$ cat config.mk
export PLATFORM = sky130hd
export DESIGN_NAME = lcd_spi_burst_writer
export DESIGN_NICKNAME = d
export VERILOG_FILES = /design/src/rtl/lcd_spi_burst_writer.sv
export SDC_FILE = /design/constraint.sdc
export NUM_CORES = 1
export LEC_CHECK = 0
export BUFFER_PORTS_ARGS = -buffer_cell sky130_fd_sc_hd__clkbuf_2
export CAP_MARGIN = 20
export CORE_UTILIZATION = 40
export DETAILED_ROUTE_END_ITERATION = 16
export SLEW_MARGIN = 20
export SYNTH_ARGS = -nofsm -noshare
export SYNTH_HDL_FRONTEND = slang
export SYNTH_SLANG_ARGS = --single-unit
$ cat constraint.sdc
create_clock -name sys_clk_50MHz -period 9.21 [get_ports sys_clk_50MHz]
set_input_delay 0.921 -clock sys_clk_50MHz [delete_from_list [all_inputs] [get_ports sys_clk_50MHz]]
set_output_delay 0.921 -clock sys_clk_50MHz [all_outputs]
set_load 0.02 [all_outputs]
$ cat src/rtl/lcd_spi_burst_writer.sv
// Buffered LCD SPI writer: a FIFO of {w16,dc,payload} entries serialised to the
// panel in SPI mode 0, MSB first, with CS held low across back-to-back words.
module lcd_spi_burst_writer #(
    parameter int CLK_DIV    = 2,
    parameter int FIFO_DEPTH = 16,
    parameter int CS_HOLD    = 4
) (
    input  logic                          sys_clk_50MHz,
    input  logic                          sys_rst_n,
    input  logic                          in_valid,
    output logic                          in_ready,
    input  logic [16:0]                   in_data,
    input  logic                          in_w16,
    output logic [$clog2(FIFO_DEPTH):0]   fifo_level,
    output logic                          busy,
    output logic                          wr_done,
    output logic                          lcd_cs,
    output logic                          lcd_dc,
    output logic                          lcd_sclk,
    output logic                          lcd_mosi
);

    localparam int AW     = $clog2(FIFO_DEPTH);
    localparam int DIV_W  = (CLK_DIV > 1) ? $clog2(CLK_DIV) : 1;
    localparam int HOLD_W = (CS_HOLD > 1) ? $clog2(CS_HOLD) : 1;

    localparam logic [DIV_W-1:0]  DIV_ZERO   = DIV_W'(0);
    localparam logic [DIV_W-1:0]  DIV_ONE    = DIV_W'(1);
    localparam logic [DIV_W-1:0]  DIV_LAST   = DIV_W'(CLK_DIV - 1);
    localparam logic [HOLD_W-1:0] HOLD_ZERO  = HOLD_W'(0);
    localparam logic [HOLD_W-1:0] HOLD_ONE   = HOLD_W'(1);
    localparam logic [HOLD_W-1:0] HOLD_LAST  = HOLD_W'(CS_HOLD - 1);
    localparam logic [AW-1:0]     PTR_ZERO   = AW'(0);
    localparam logic [AW-1:0]     PTR_ONE    = AW'(1);
    localparam logic [AW:0]       LEVEL_ZERO = (AW+1)'(0);
    localparam logic [AW:0]       LEVEL_ONE  = (AW+1)'(1);
    localparam logic [AW:0]       LEVEL_FULL = (AW+1)'(FIFO_DEPTH);

    localparam logic [1:0] IDLE  = 2'd0;
    localparam logic [1:0] LOAD  = 2'd1;
    localparam logic [1:0] SHIFT = 2'd2;
    localparam logic [1:0] HOLD  = 2'd3;

    logic [17:0]       mem_r [FIFO_DEPTH];
    logic [AW-1:0]     wr_ptr_r;
    logic [AW-1:0]     rd_ptr_r;
    logic [AW:0]       level_r;
    logic [17:0]       head_s;
    logic              push_s;
    logic              pop_s;
    logic              fifo_empty_s;

    logic [1:0]        state_r;
    logic [1:0]        state_nx_s;
    logic              load_go_s;
    logic              tick_s;
    logic              word_end_s;
    logic [DIV_W-1:0]  div_r;
    logic [HOLD_W-1:0] hold_cnt_r;
    logic [3:0]        bit_r;
    logic [15:0]       shreg_r;
    logic              cs_r;
    logic              dc_r;
    logic              sclk_r;
    logic              mosi_r;
    logic              wr_done_r;
    logic              busy_r;

    assign in_ready     = (level_r < LEVEL_FULL);
    assign fifo_level   = level_r;
    assign fifo_empty_s = (level_r == LEVEL_ZERO);
    assign push_s       = in_valid & in_ready;
    assign pop_s        = load_go_s;
    assign head_s       = mem_r[rd_ptr_r];

    assign tick_s     = (div_r == DIV_LAST);
    assign word_end_s = tick_s & sclk_r & (bit_r == 4'd0);
    assign load_go_s  = (state_nx_s == LOAD);

    assign lcd_cs   = cs_r;
    assign lcd_dc   = dc_r;
    assign lcd_sclk = sclk_r;
    assign lcd_mosi = mosi_r;
    assign wr_done  = wr_done_r;
    assign busy     = busy_r;

    // FIFO storage; contents need no reset because level gates every read
    always_ff @(posedge sys_clk_50MHz) begin
        if (push_s) begin
            mem_r[wr_ptr_r] <= {in_w16, in_data};
        end
    end

    // FIFO pointers and level
    always_ff @(posedge sys_clk_50MHz or negedge sys_rst_n) begin
        if (!sys_rst_n) begin
            wr_ptr_r <= PTR_ZERO;
            rd_ptr_r <= PTR_ZERO;
            level_r  <= LEVEL_ZERO;
        end else begin
            if (push_s) begin
                wr_ptr_r <= wr_ptr_r + PTR_ONE;
            end
            if (pop_s) begin
                rd_ptr_r <= rd_ptr_r + PTR_ONE;
            end
            case ({push_s, pop_s})
                2'b10:   level_r <= level_r + LEVEL_ONE;
                2'b01:   level_r <= level_r - LEVEL_ONE;
                default: level_r <= level_r;
            endcase
        end
    end

    // Next-state logic; a finished word always passes through HOLD for one
    // cycle, which provides the extra cycle between back-to-back words
    always_comb begin
        state_nx_s = state_r;
        case (state_r)
            IDLE: begin
                if (!fifo_empty_s) state_nx_s = LOAD;
                else               state_nx_s = IDLE;
            end
            LOAD: begin
                state_nx_s = SHIFT;
            end
            SHIFT: begin
                if (word_end_s) state_nx_s = HOLD;
                else            state_nx_s = SHIFT;
            end
            HOLD: begin
                if (!fifo_empty_s)                  state_nx_s = LOAD;
                else if (hold_cnt_r == HOLD_LAST)   state_nx_s = IDLE;
                else                                state_nx_s = HOLD;
            end
            default: begin
                state_nx_s = IDLE;
            end
        endcase
    end

    // Serialiser: the LOAD cycle doubles as the first low-phase cycle of the MSB
    always_ff @(posedge sys_clk_50MHz or negedge sys_rst_n) begin
        if (!sys_rst_n) begin
            state_r    <= IDLE;
            busy_r     <= 1'b0;
            wr_done_r  <= 1'b0;
            hold_cnt_r <= HOLD_ZERO;
            div_r      <= DIV_ZERO;
            bit_r      <= 4'd0;
            shreg_r    <= 16'h0000;
            cs_r       <= 1'b1;
            dc_r       <= 1'b0;
            sclk_r     <= 1'b0;
            mosi_r     <= 1'b0;
        end else begin
            state_r    <= state_nx_s;
            busy_r     <= (state_nx_s != IDLE);
            wr_done_r  <= (state_r == SHIFT) && word_end_s;
            hold_cnt_r <= (state_r == HOLD) ? (hold_cnt_r + HOLD_ONE) : HOLD_ZERO;
            if (load_go_s) begin
                cs_r    <= 1'b0;
                dc_r    <= head_s[16];
                sclk_r  <= 1'b0;
                shreg_r <= head_s[15:0];
                bit_r   <= head_s[17] ? 4'd15 : 4'd7;
                mosi_r  <= head_s[17] ? head_s[15] : head_s[7];
                div_r   <= DIV_ZERO;
            end else if ((state_r == LOAD) || (state_r == SHIFT)) begin
                if (tick_s) begin
                    div_r <= DIV_ZERO;
                    if (!sclk_r) begin
                        sclk_r <= 1'b1;
                    end else begin
                        sclk_r <= 1'b0;
                        if (bit_r != 4'd0) begin
                            bit_r  <= bit_r - 4'd1;
                            mosi_r <= shreg_r[bit_r - 4'd1];
                        end
                    end
                end else begin
                    div_r <= div_r + DIV_ONE;
                end
            end else if (state_nx_s == IDLE) begin
                cs_r <= 1'b1;
            end
        end
    end

endmodule
# [After elaboration in Yosys (flattened, before gate mapping)]
# Memories as Yosys holds them, arrays and structs flattened.
# Index checks and enable logic that the tools add are counted.
# Widths: inputs -> output; s select.
[classes] add_sub_neg=7 n_lt_le_gt_ge=2 n_eq_ne=8 n_mux=33 bitwise_logic=3 n_reduce_logical=17
[ops] operator="$mux 4" n=6
[ops] operator="$mux 1" n=21
[ops] operator="$reduce_bool 2->1" n=7
[ops] operator="$pmux 5 s2" n=1
[ops] operator="$add 4x1->4 const B" n=2
[ops] operator="$eq 2x2->1 const B" n=4
[ops] operator="$pmux 2 s4" n=1
[ops] operator="$eq 2x1->1 const B" n=3
[ops] operator="$mux 2" n=3
[ops] operator="$add 5x1->5 const B" n=1
[ops] operator="$logic_not 5->1" n=1
[ops] operator="$lt 4x5->1 const B" n=1
[ops] operator="$lt 5x5->1 const B" n=1
[ops] operator="$sub 5x1->5 const B" n=1
[ops] operator="$bmux 1 s4" n=1
[ops] operator="$logic_not 2->1" n=2
[ops] operator="$logic_not 4->1" n=1
[ops] operator="$reduce_and 2->1" n=2
[ops] operator="$reduce_and 4->1" n=1
[ops] operator="$reduce_bool 4->1" n=1
[ops] operator="$sub 4x1->4 const B" n=1
[ops] operator="$and 1x1->1" n=3
[ops] operator="$add 2x1->2 const B" n=1
[ops] operator="$ne 2x2->1 const B" n=1
[ops] operator="other kinds (3)" n=3
[word_totals] register_bits=44 mem_bits_rw=288 inputBits=21 out_inout_bits=12 mem_count=1
[memory_table] name="mem_r" depth=16 word_bits=18 read_ports=1 rd_clocked_by_memory_dff=0 write_ports=1 line="44" text="logic [17:0] mem_r [FIFO_DEPTH];"

# [Depth between registers and ports, before layout]
# Gate-level depths: netlist of the first run.
[logic_depth] ltp_word=8 depth_mapped=18

# [Worst setup path before layout of the first run]
# Ideal clock, no wire load.
[synth_path] kind="reg2reg" start="register bit_r[0]" end="register level_r[4] (netlist: fifo_level[4])" t_arrival_ps=3407 required_time_ps=9082 path_slack_ps=5676 stages_incl_launch_ff=19 period_less_slack_ps=3534 path_cell_list="dfrtp_1 -> clkbuf_1 -> inv_1 -> ha_1 -> nor3b_1 -> and4_1 -> o21bai_1 -> nor2_1 -> buf_2 -> ha_1 -> clkbuf_1 -> xor2_1 -> ha_1 -> o21a_1 -> o22a_1 -> a21oi_1 -> xor2_1 -> nor2_1 -> xnor2_1"
[synth_between] elab_chain_cells=7 elab_cells_between_ends=9
[synth_lines] element="start, declared" line="60" text="logic [3:0] bit_r;"
[synth_lines] element="start signal, assigned" line="166" text="bit_r <= head_s[17] ? 4'd15 : 4'd7;"
[synth_lines] element="start signal, assigned" line="177" text="bit_r <= bit_r - 4'd1;"
[synth_lines] element="$logic_not 4->1 (*)" line="77" text="assign word_end_s = tick_s & sclk_r & (bit_r == 4'd0);"
[synth_lines] element="$and 1x1->1 (*)" line="77"
[synth_lines] element="$mux 1 (*)" line="128" text="if (word_end_s) state_nx_s = HOLD;"
[synth_lines] element="$pmux 2 s4 (*)" line="119" text="case (state_r)"
[synth_lines] element="$eq 2x1->1 (*)" line="78" text="assign load_go_s = (state_nx_s == LOAD);"
[synth_lines] element="$eq 2x1->1 / $eq 2x2->1 (equally long branches)" line="107" text="case ({push_s, pop_s})"
[synth_lines] element="$pmux 5 s2 / $reduce_bool 2->1 (equally long branches)"
[synth_lines] element="end signal, assigned" line="108" text="2'b10: level_r <= level_r + LEVEL_ONE;"
[synth_lines] element="end signal, assigned" line="109" text="2'b01: level_r <= level_r - LEVEL_ONE;"
[synth_lines] element="end signal, assigned" line="110" text="default: level_r <= level_r;"
[synth_lines] element="end, declared" line="47" text="logic [AW:0] level_r;"
# Mark *: on every way between the ends. The rest lies on a longest branch, timed or not.
# A chain may end at the register's enable or synchronous reset.

# [Worst setup path in the final report of the first run]
# Ends and elaborated chain as after synthesis.

==> results of run 1 <==
==> how the worst max path moves through the flow <==
stage / slack [ns] / end / cells past startpoint
after floorplan: 5.68 / fifo_level[4]$_DFFE_PN0P_ / 18
after global placement: 5.20 / fifo_level[4]$_DFFE_PN0P_ / 15
after detailed placement: 5.02 / fifo_level[4]$_DFFE_PN0P_ / 15
after CTS: 5.01 / fifo_level[4]$_DFFE_PN0P_ / 15
after global routing: 4.68 / fifo_level[4]$_DFFE_PN0P_ / 15
final: 5.00 / fifo_level[4]$_DFFE_PN0P_ / 15
==> state kept, by name, indices dropped and copies added, names as in the netlist, 2 cells and up <==
name	count
hold_cnt_r	2
rd_ptr_r	4
bit_r	4
shreg_r	16
fifo_level	5
state_r	2
wr_ptr_r	4
mem_r	288
==> report_power, final <==
part / internal, mW / switching [mW] / total, mW
registers: 1.82 / 0.133 / 1.95
logic: 0.684 / 0.680 / 1.36
clock network: 0.876 / 0.559 / 1.43
==> logic make-up (layout without fill, tap and decap cells) <==
family / count (synthesis) / after routing / synth area share, %
simple gates: 62 / 62 / 2.43
flops: 332 / 332 / 73.4
compound gates: 33 / 33 / 1.71
mux: 120 / 120 / 18.1
buf+inv: 39 / 123 / 1.72
fa+ha+maj: 14 / 14 / 1.32
xor+xnor: 19 / 19 / 1.25
==> routing by layer <==
layer  part of all wire, %  global-route usage (%)
met1                    44                    22.9
met2                    49                    27.3
met3                   5.3                    2.96
met4                   1.9                    4.40
met5                     0                       0
==> final cells by class <==
class / instances / area (um^2)
clock buffers: 43 / 948
clock inverters: 20 / 230
fillers: 2697 / 17500
inverters: 11 / 41.3
multi-input cells: 248 / 3310
flip-flops and latches: 332 / 9760
well taps: 442 / 553
repair buffers: 49 / 288
==> layout by cell type, fill, tap and decap left out, types with 7 or more instances in the layout <==
master	netlist	layout
edfxtp_1	288	288
mux4_2	64	64
dfrtp_1	43	41
clkbuf_16	0	37
clkbuf_2	0	32
mux4_1	21	21
mux2i_1	18	18
buf_4	4	17
and2_1	18	15
ha_1	14	14
nor2_1	14	13
nand2_1	13	13
mux2_4	11	11
inv_1	10	10
xnor2_1	10	10
xor2_1	9	9
o21ai_0	9	9
clkinv_2	0	7
==> per-stage QoR <==
stage          setup WS (ns)  cells  area (um^2)  utilization [%]
5_1_grt                 4.68   1145        15100             46.4
3_3_place_gp            5.20   1082        13900             42.8
6_report                5.00   1145        15100             46.4
3_5_place_dp            5.02   1082        13900             42.8
2_1_floorplan           5.68    619        13300                -
4_1_cts                 5.01   1145        15100             46.4
==> worst reg2reg max path: cells and delay by family (launching register included) <==
kind	cells	cell delay, ns
compound gates	4	0.75
xor+xnor	3	0.43
fa+ha+maj	3	0.94
buf+inv	1	0.10
flops	1	0.50
simple gates	4	1.38
==> flow_summary.toml, run 1 <==
[sta]
drv_slew = 0
slew_headroom_pct = 32.8
max_slew.worst_pin.slew_ns = 1.01
min_period_ns = 4.21
finClkSkew_ns = 0.0152
rsz0062_at_grt = "false"
final.setup.tns_ns = 0
hold_slack_ns = 0.451
clock.fmax_mhz = 238
hold_viol_final = 0
setup_violations = 0
period_share_pct = 45.7

[global_routing]
grt_pass1_vias = 6500
antenna_found_initial = 0
grt.total_usage_pct = 16.6
gr-total-overflow = 0
grt_max_degree = 71
grt_pass1_wl_um = 40500

[power_and_ir_drop]
p_per_area_nw_per_um2 = 314
cellLeakagePower_nw = 5.18
fin_total_pwr_mw = 4.75
ir_drop_mv = 0.163

[cells_and_area]
final_layout_size_suffix_gt1_share_pct = 27.0
nNetsFinal = 713
diodes = 0
syn2layout_area_growth_pct = 13.9

[worst_hold_path]
hold_depth = 1
worstHoldEndpoint = "hold_cnt_r[0]$_DFF_PN0_"
hold_path.class = "flip-flop to flip-flop"
min-delay-start = "hold_cnt_r[0]$_DFF_PN0_"

[clock_network]
cts_tree = "yes"
postCtsHoldBufs = 0
htree_levels = 2
clockBufferDepth = 3
root_buffer = "clkbuf_16"
cts_made_buffers = 36
clk_pin_slew_ns = 0.06
cts_num_sinks = 332
cts_resized = 0
cts_setup_buffers = 0
clk_latency_ns = 0.51

[routing]
avgRoutedWirePerCell_um = 23.5
viasPerCell = 5.34
drt_iter0_drc = 471
first_pass_iters = 5
wirelength_um = 26900
antenna_left = 0
remaining_drc_errors = 0
routed-via-count = 6109

[logic_synthesis]
syn-instance-count = 619
yosysMostFrequentCell = "edfxtp_1"
synth_area_leaders = "edfxtp_1, mux4_2, dfrtp_1"
synth_edf_count = 288
synthArstFlopShare_pct = 13.3
yosysSeqAreaShare_pct = 73.4
synth_top_area_share_pct = 65.1
synth_top_cell_by_area = "edfxtp_1"
ys_types = 41
synthTopCellsByCount = "edfxtp_1, mux4_2, dfrtp_1"
ys_ff_latch = 332
syn-num-nets = 654
syn_avg_cell_area_um2 = 21.4
synth_warnings = 0
yosys_most_used_dff = "edfxtp_1"
syn_area_um2 = 13300

[critical_path]
path_buf_inv = 1
cp_top_family = "simple AND/OR/NAND/NOR gates"
r2r-end = "fifo_level[4]$_DFFE_PN0P_"
start_kind = "flip-flop"
arrival_ns = 4.60
cpMostUsedCell = "ha_1"
worst_r2r_path_depth = 15
cp-end-kind = "flip-flop"
r2r_slack_ns = 5.00
path_cells = "inv_1, ha_1, nor3b_1, and4_1, o21bai_1, nor2_4, ha_1, xor2_1, ha_1, o21a_1, o22a_1, a21oi_1, xor2_1, nor2_1, xnor2_1"
timing.rr.start = "bit_r[0]$_DFFE_PN0P_"
cp_slowest_stage_delay_ns = 0.79
critPathMaxFanout = 32
crit_slowest_cell = "nor2_4"
crit_path_start = "bit_r[0]$_DFFE_PN0P_"
worstSetupPathType = "flip-flop to flip-flop"
cp.required_ns = 9.60

[floorplanning]
core_um2 = 32600
ios = 33
dieArea_um2 = 33900
dieHeight_um = 184
initial_core_util_pct = 40.7
rows = 66
die_w_um = 184

[placed_design]
io_buffers = 32
gp_congestion = 0.775
dp_hpwl_um = 14800

[job]
cap_violations = 0

[outcome]
status = "finished, final reports clean"
No activity file was read; power rests on OpenSTA's default activity.
==> run 2: changes to the inputs <==
Clock period 9.21 ns to 3.42 ns, I/O delays scaled along.
==> flow_summary.toml, run 2 (synthesis gave the netlist of run 1 again) <==
[outcome]
status = "finished, final reports clean"

[sta]
slew_headroom_pct = 51.8
drv_slew = 0
rsz0062_at_grt = "false"
finClkSkew_ns = 0.0141
fin_ws_ns = 0.241
final.setup.tns_ns = 0
hold_viol_final = 0
setup_violations = 0
hold_slack_ns = 0.215
min_period_ns = 3.18
max_slew.worst_pin.slew_ns = 0.722
clock.fmax_mhz = 315
period_share_pct = 92.9

[worst_hold_path]
worstHoldEndpoint = "mem_r[14][5]$_DFFE_PP_"
hold_path.class = "primary input to flip-flop"
hold_depth = 1
min-delay-start = "in_data[5]"

[routing]
drt_iter0_drc = 460
avgRoutedWirePerCell_um = 24.2
remaining_drc_errors = 0
antenna_left = 0
wirelength_um = 28000
first_pass_iters = 5
viasPerCell = 5.39
routed-via-count = 6236

[critical_path]
worst_r2r_path_depth = 15
start_kind = "flip-flop"
worstSetupPathType = "flip-flop to flip-flop"
critPathMaxFanout = 8
r2r-end = "fifo_level[4]$_DFFE_PN0P_"
cp.required_ns = 3.81
arrival_ns = 3.57
cp-end-kind = "flip-flop"
r2r_slack_ns = 0.24
timing.rr.start = "bit_r[1]$_DFFE_PN0P_"

[cells_and_area]
final_cell_mix = "edfxtp_1, mux4_2, dfrtp_1"
multiInputGateArea_um2 = 3310
fill_cells = 2685
final_layout_size_suffix_gt1_share_pct = 27.1
finalNonFillerCells = 1158
syn2layout_area_growth_pct = 14.6
final_common_cell = "edfxtp_1"
largest_register_ffs = 288
seq_area_um2 = 9760
nNetsFinal = 723
regMostFlops = "mem_r"
fin_area_um2 = 15200

[global_routing]
grt_pass1_wl_um = 42400
grt_pass1_vias = 6658
gr-total-overflow = 0
antenna_found_initial = 1
grt_max_degree = 65
grt.total_usage_pct = 17.5

[floorplanning]
ios = 33
rows = 66
core_um2 = 32600
initial_core_util_pct = 40.7
dieHeight_um = 184
die_w_um = 184
dieArea_um2 = 33900

[power_and_ir_drop]
ir_drop_mv = 0.510
p_per_area_nw_per_um2 = 844
cellLeakagePower_nw = 5.22

[clock_network]
cts_num_sinks = 332
cts_made_buffers = 36
htree_levels = 2
clockBufferDepth = 3
clk_pin_slew_ns = 0.06
cts_tree = "yes"
clk_latency_ns = 0.52
root_buffer = "clkbuf_16"

[placed_design]
dp.cells = 1091
io_buffers = 32
place_area_um2 = 14000
gp_congestion = 0.804
place_ws_ns = 0.167
dp_hpwl_um = 15700

[job]
cap_violations = 0
run 2: how the worst max path moves through the flow:
stage	start	end	slack, ns	cells after the start
2_1_floorplan	bit_r[0]$_DFFE_PN0P_	fifo_level[4]$_DFFE_PN0P_	0.04	18
3_3_place_gp	bit_r[0]$_DFFE_PN0P_	fifo_level[4]$_DFFE_PN0P_	0.35	15
3_5_place_dp	bit_r[1]$_DFFE_PN0P_	fifo_level[4]$_DFFE_PN0P_	0.17	15
4_1_cts	bit_r[1]$_DFFE_PN0P_	fifo_level[4]$_DFFE_PN0P_	0.16	15
5_1_grt	fifo_level[0]$_DFFE_PN0P_	fifo_level[4]$_DFFE_PN0P_	0.009	13
6_report	bit_r[1]$_DFFE_PN0P_	fifo_level[4]$_DFFE_PN0P_	0.24	15
run 2: area by class of cell:
class / instances / area share (%)
diodes: 1 / 0.0165
clock buffers: 53 / 6.61
multi-input cells: 248 / 21.8
flip-flops and latches: 332 / 64.1
clock inverters: 12 / 0.913
well taps: 442 / 3.64
inverters: 11 / 0.271
repair buffers: 59 / 2.65
run 2: worst max-delay path, stage by stage (launching register included):
cell and delay (ns):
dfrtp_1 0.36, inv_1 0.05, ha_1 0.22, nor3b_2 0.18
and4_1 0.22, o21bai_1 0.41, nor2_4 0.07, ha_2 0.25
xor2_1 0.17, ha_1 0.22, o21a_1 0.18, o22a_1 0.20
a21oi_1 0.17, xor2_1 0.15, nor2_1 0.06, xnor2_1 0.13
run 2: metrics by stage:
stage | utilization [%] | total power [mW]
after global routing | 46.6 | 13.4
final | 46.6 | 12.8
after global placement | 43.1 | 9.05
after CTS | 46.6 | 13.0
after detailed placement | 43.1 | 9.20
after floorplan | - | 8.15
run 2: repair_timing:
item                       4_1_cts  5_1_grt
resized for setup                0        2
hold buffers                     1        0
hold endpoints to repair        24        0
setup endpoints to repair        0        1
buffers inserted                 0        0
run 2: metal layers:
layer	up-vias	part of all wire, %	track usage, %
met1	3348	44	23.8
met5	-	0	0
met2	152	49	28.5
met4	0	2.1	5.07
met3	45	4.8	3.52
li1	2691	-	-
run 2: power breakdown:
part | switching (mW) | total, mW | leakage (nW) | internal, mW
combinational | 1.87 | 3.80 | 1.55 | 1.92
clock | 1.50 | 3.77 | 0.559 | 2.27
sequential | 0.372 | 5.27 | 3.11 | 4.90
total | 3.74 | 12.8 | 5.22 | 9.09
